**config.mk**
```make
export PLATFORM = sky130hd
export DESIGN_NAME = axi_single_master
export DESIGN_NICKNAME = d
export VERILOG_FILES = /design/src/rtl/axi_single_master.sv
export SDC_FILE = /design/constraint.sdc
export NUM_CORES = 1
export LEC_CHECK = 0
export CAP_MARGIN = 10
export CORE_ASPECT_RATIO = 0.8
export CORE_MARGIN = 2
export CORE_UTILIZATION = 41
export CTS_BUF_LIST = sky130_fd_sc_hd__clkbuf_2
export DETAILED_ROUTE_END_ITERATION = 16
export GPL_TIMING_DRIVEN = 0
export PLACE_DENSITY = 0.89
export SLEW_MARGIN = 20
export SYNTH_ARGS = -nofsm -noshare
export SYNTH_HDL_FRONTEND = slang
export SYNTH_SLANG_ARGS = --single-unit
```
**constraint.sdc**
```tcl
create_clock -name clk -period 3.4 [get_ports clk]
set_input_delay 1.02 -clock clk [delete_from_list [all_inputs] [get_ports clk]]
set_output_delay 1.02 -clock clk [all_outputs]
set_load 0.01 [all_outputs]
```
**src/rtl/axi_single_master.sv**
```systemverilog
// Single-beat AXI4 initiator bridge for a core memory port.
// Converts one core request into one AXI read or write and stalls the core until it completes.
module axi_single_master #(
    parameter logic [3:0] MASTER_ID = 4'd0
) (
    input  logic        clk,
    input  logic        rstn,
    input  logic        req_i,
    input  logic        we_i,
    input  logic [31:0] addr_i,
    input  logic [31:0] wdata_i,
    input  logic [3:0]  wstrb_i,
    output logic        stall_o,
    output logic        done_o,
    output logic [31:0] rdata_o,
    output logic        err_o,
    output logic [3:0]  ARID_M,
    output logic [31:0] ARADDR_M,
    output logic [3:0]  ARLEN_M,
    output logic [2:0]  ARSIZE_M,
    output logic [1:0]  ARBURST_M,
    output logic        ARVALID_M,
    input  logic        ARREADY_M,
    input  logic [3:0]  RID_M,
    input  logic [31:0] RDATA_M,
    input  logic [1:0]  RRESP_M,
    input  logic        RLAST_M,
    input  logic        RVALID_M,
    output logic        RREADY_M,
    output logic [3:0]  AWID_M,
    output logic [31:0] AWADDR_M,
    output logic [3:0]  AWLEN_M,
    output logic [2:0]  AWSIZE_M,
    output logic [1:0]  AWBURST_M,
    output logic        AWVALID_M,
    input  logic        AWREADY_M,
    output logic [31:0] WDATA_M,
    output logic [3:0]  WSTRB_M,
    output logic        WLAST_M,
    output logic        WVALID_M,
    input  logic        WREADY_M,
    input  logic [3:0]  BID_M,
    input  logic [1:0]  BRESP_M,
    input  logic        BVALID_M,
    output logic        BREADY_M
);

    localparam logic [2:0] IDLE = 3'd0;
    localparam logic [2:0] AR   = 3'd1;
    localparam logic [2:0] R    = 3'd2;
    localparam logic [2:0] WR   = 3'd3;
    localparam logic [2:0] B    = 3'd4;
    localparam logic [2:0] RESP = 3'd5;

    logic [2:0]  state;
    logic [2:0]  state_d;
    logic [31:0] addr_q;
    logic [31:0] wdata_q;
    logic [3:0]  wstrb_q;
    logic [31:0] rdata_q;
    logic        err_q;
    logic        aw_done;
    logic        w_done;
    logic        aw_ok;
    logic        w_ok;
    logic        unused_ok;

    // ID, last and response-ID are not needed for single-beat, single-ID traffic
    assign unused_ok = ^{RID_M, RLAST_M, BID_M};

    assign aw_ok = aw_done | AWREADY_M;
    assign w_ok  = w_done | WREADY_M;

    assign ARID_M    = MASTER_ID;
    assign ARLEN_M   = 4'd0;
    assign ARSIZE_M  = 3'b010;
    assign ARBURST_M = 2'b01;
    assign ARADDR_M  = addr_q;
    assign ARVALID_M = (state == AR);
    assign RREADY_M  = (state == R);

    assign AWID_M    = MASTER_ID;
    assign AWLEN_M   = 4'd0;
    assign AWSIZE_M  = 3'b010;
    assign AWBURST_M = 2'b01;
    assign AWADDR_M  = addr_q;
    assign AWVALID_M = (state == WR) && !aw_done;
    assign WDATA_M   = wdata_q;
    assign WSTRB_M   = wstrb_q;
    assign WVALID_M  = (state == WR) && !w_done;
    assign WLAST_M   = WVALID_M;
    assign BREADY_M  = (state == B);

    assign done_o  = (state == RESP);
    assign err_o   = (state == RESP) && err_q;
    assign rdata_o = rdata_q;
    assign stall_o = (state == IDLE) ? req_i : (state != RESP);

    // Next-state selection for the transaction sequencer
    always_comb begin
        state_d = state;
        unique case (state)
            IDLE:    if (req_i) state_d = we_i ? WR : AR;
            AR:      if (ARREADY_M) state_d = R;
            R:       if (RVALID_M) state_d = RESP;
            WR:      if (aw_ok && w_ok) state_d = B;
            B:       if (BVALID_M) state_d = RESP;
            RESP:    state_d = IDLE;
            default: state_d = IDLE;
        endcase
    end

    // State, request capture, handshake tracking and response capture
    always_ff @(posedge clk or negedge rstn) begin
        if (!rstn) begin
            state   <= IDLE;
            addr_q  <= '0;
            wdata_q <= '0;
            wstrb_q <= '0;
            rdata_q <= '0;
            err_q   <= 1'b0;
            aw_done <= 1'b0;
            w_done  <= 1'b0;
        end else begin
            state <= state_d;
            if (state == IDLE && req_i) begin
                addr_q  <= addr_i;
                wdata_q <= wdata_i;
                wstrb_q <= wstrb_i;
            end
            if (state == WR) begin
                if (aw_ok && w_ok) begin
                    aw_done <= 1'b0;
                    w_done  <= 1'b0;
                end else begin
                    if (AWREADY_M) aw_done <= 1'b1;
                    if (WREADY_M)  w_done  <= 1'b1;
                end
            end
            if (state == R && RVALID_M) begin
                rdata_q <= RDATA_M;
                err_q   <= (RRESP_M != 2'b00);
            end
            if (state == B && BVALID_M) begin
                err_q <= (BRESP_M != 2'b00);
            end
        end
    end

endmodule

```
==> results.py <==
metrics = {
    "global_route": {
        "grt.busiest_layer": "met2",
        "gr-usage-met2": 0.351,
        "grt_pass1_vias": 3591,
        "grt_overflow": 0,
        "grt_use_met3": 0.0777,
        "globalRouteTotalUtil": 0.195,
        "met1_usage": 0.201,
        "grt_max_degree": 63,
        "antenna_found_initial": 0,
        "grt_pass1_wl_um": 17800,
    },
    "pwr": {
        "power.density_mw_per_mm2": 877,
        "ir_drop_mv": 0.511,
        "leakagePower_nw": 3.25,
        "p_int_mw": 4.50,
        "switching_share": 0.319,
        "p_switching_mw": 2.11,
        "seq_power_share": 0.345,
        "clkPwrFrac": 0.090,
        "total_power_mw": 6.62,
        "p_comb_frac": 0.565,
    },
    "setup_path": {
        "path_cells": "clkdlybuf4s50_1 -> nor3_1 -> a21oi_1 -> or2_2 -> dlygate4sd2_1",
        "critPathSlowestCell": "clkdlybuf4s50_1",
        "path_max_fanout": 4,
        "worstSetupStartpointType": "primary input",
        "cp_slowest_stage_delay_ps": 480,
        "end_kind": "output pin",
        "worstPathArrival_ps": 2300,
        "path_class": "in -> out",
        "worstPathRequired_ps": 2380,
    },
    "clock_tree": {
        "numCtsBuffers": 9,
        "clkTransAtPathRegs_ps": 270,
        "clockBufferDepth": 2,
        "clock_sinks": 106,
        "cts_tree": "done",
        "clock_latency_ps": 570,
        "cts_root_buf": "clkbuf_2",
        "cts_hold_buf": 0,
        "h-tree-depth": 3,
    },
    "placement": {
        "placed_cell_area_mm2": 0.00739,
        "place.gp.congestion": 0.736,
        "io_buffer_count": 253,
        "place_inst": 744,
        "dpl.hpwl_um": 9570,
    },
    "sta": {
        "slew_violations": 0,
        "fin_crit_sh": 0.976,
        "hold_viol_final": 0,
        "fin_setup_tns_ps": 0,
        "fin_crit_ps": 3320,
        "rsz0062_at_grt": "true",
        "finClkSkew_ps": 36.3,
        "setup_viol": 0,
        "fmaxAchievable_ghz": 0.301,
    },
    "yosys": {
        "synth_cells": 322,
        "yosysSeqAreaShare": 0.581,
        "syn_area_mm2": 0.00456,
        "synth-xor-area-share": 0,
        "synth-simple-area-share": 0.0356,
        "ys_ff_latch": 106,
        "yosys_warnings": 0,
        "synthAdderAreaFrac": 0,
        "synth_compound_area_frac": 0.0156,
        "synth.distinct_cells": 27,
        "synth_top_family_by_area": "multiplexers",
        "synth_mux_area_frac": 0.249,
        "avgSynthCellArea_um2": 14.2,
    },
    "floorplan": {
        "die_h_um": 98.4,
        "top_level_ports": 289,
        "die_w_um": 122,
        "coreArea_mm2": 0.0108,
        "die_area_mm2": 0.0120,
        "rows": 34,
        "initial_core_util": 0.421,
    },
    "status": {
        "status": "finished clean",
    },
    "layout": {
        "fin_util": 0.696,
        "mostFrequentLayoutCells": "251 x clkdlybuf4s50_1, 106 x dfrtp_1, 81 x mux2_2",
        "area_growth_pct": 65.3,
        "layout.cells.non_filler": 762,
        "layout_commonest_cell": "clkdlybuf4s50_1",
        "fin_area_mm2": 0.00754,
        "drive_gt1_frac": 0.290,
        "antennaDiodeCount": 0,
        "final_net_count": 735,
        "fill_cells": 787,
    },
    "flow_run": {
        "drv_cap": 0,
    },
    "drt": {
        "dr.pass1.iters": 4,
        "vias": 3452,
        "vias_per_cell": 4.53,
        "routed_wl_um": 11700,
        "drt_iter0_markers": 108,
        "detail-route-antenna-nets": 0,
        "route.detailed.drc": 0,
        "wl_per_cell_um": 15.4,
    },
    "min_path": {
        "hp-class": "in -> async",
    },
}
## state kept, by name, summed over array words and instances, names as in the netlist
name and flops:
ARADDR_M 32, WDATA_M 32, rdata_o 32, WSTRB_M 4, state 3, aw_done 1
err_q 1, w_done 1
## cells in the mapped netlist (all sizes together)
master	n	area, um2
a221oi	1	8.76
dfrtp	106	2650
nor2	8	30.0
and2	1	6.26
a31oi	1	6.26
nor3b	3	22.5
nor2b	1	6.26
o21ai	2	10.0
o22a	1	8.76
nand2b	2	12.5
nand3	1	5.00
buf	71	521
clkbuf	2	7.51
o21bai	1	7.51
or2	1	6.26
nor3	3	15.0
nor4b	1	23.8
a21oi	6	30.0
and4bb	1	12.5
conb	2	7.51
nand3b	1	7.51
inv	1	3.75
nand2	4	15.0
mux2	101	1140
## per-stage QoR
| stage | hold WS [ps] | setup WS (ps) |
|---|---|---|
| after global placement | 469 | -2620 |
| after detailed placement | 474 | -132 |
| after global routing | 257 | -27.5 |
| after floorplan | 485 | 897 |
| after CTS | 274 | 47.3 |
| final | 306 | 80.9 |
## cells by family after synthesis
| kind of cell | after synthesis |
|---|---|
| DFF | 106 |
| muxes | 101 |
| buffers and inverters | 74 |
| and+or+nand+nor | 27 |
| AOI/OAI and AO/OA | 12 |
| other | 2 |
## metal layers
| layer | part of all wire | wire length [um] | vias up |
|---|---|---|---|
| met4 | 0.035 | 405 | 0 |
| li1 | - | - | 1600 |
| met1 | 0.34 | 4000 | 1651 |
| met3 | 0.10 | 1170 | 30 |
| met2 | 0.53 | 6170 | 171 |
| met5 | 0 | 0 | - |
## cell type report
| cell class | count | area [um2] | share of cell area |
|---|---|---|---|
| tap | 144 | 180 | 0.0239 |
| clock inverter | 5 | 62.6 | 0.00829 |
| sequential | 106 | 2650 | 0.352 |
| inverter | 1 | 3.75 | 0.000498 |
| timing repair buffer | 256 | 2570 | 0.341 |
| clock buffer | 11 | 55.1 | 0.00730 |
| multi-input combinational | 166 | 1480 | 0.197 |
| buffer | 73 | 533 | 0.0706 |
## worst max-delay path, delay by kind of cell
family | cells | cell delay [ps]
buffers and inverters | 2 | 780
AO/OA/AOI/OAI | 1 | 50
AND/OR/NAND/NOR | 2 | 440
## path summary, 6_finish.rpt
kind | start | end | slack, ps | cells after the start
min reg2reg | WDATA_M[27]$_DFFE_PN0P_ | WDATA_M[27]$_DFFE_PN0P_ | 520 | 1
max reg2reg | state[0]$_DFFE_PN0P_ | WDATA_M[20]$_DFFE_PN0P_ | 1560 | 5
max | req_i | stall_o | 80 | 5
min | rstn | rdata_o[4]$_DFFE_PN0P_ | 310 | 1
min in group clk | WDATA_M[27]$_DFFE_PN0P_ | WDATA_M[27]$_DFFE_PN0P_ | 520 | 1
max in group asynchronous | rstn | aw_done$_DFFE_PN0P_ | 2440 | 2
## power by group through the flow
| stage | clock network [mW] | registers, mW | logic [mW] |
|---|---|---|---|
| floorplan | 0 | 2.57 | 1.39 |
| global placement | 0 | 2.30 | 3.67 |
| detailed placement | 0 | 2.34 | 3.75 |
| CTS | 0.620 | 2.29 | 3.79 |
| global route | 0.660 | 2.37 | 3.99 |
| finish | 0.593 | 2.28 | 3.74 |
## repair_timing
| action | CTS | global route |
|---|---|---|
| resized for setup | 4 | 4 |
| buffers inserted | 2 | 0 |
| pin swaps | 0 | 0 |
| endpoints found under the setup margin | 7 | 3 |
Power figures use the tool's default switching activity.
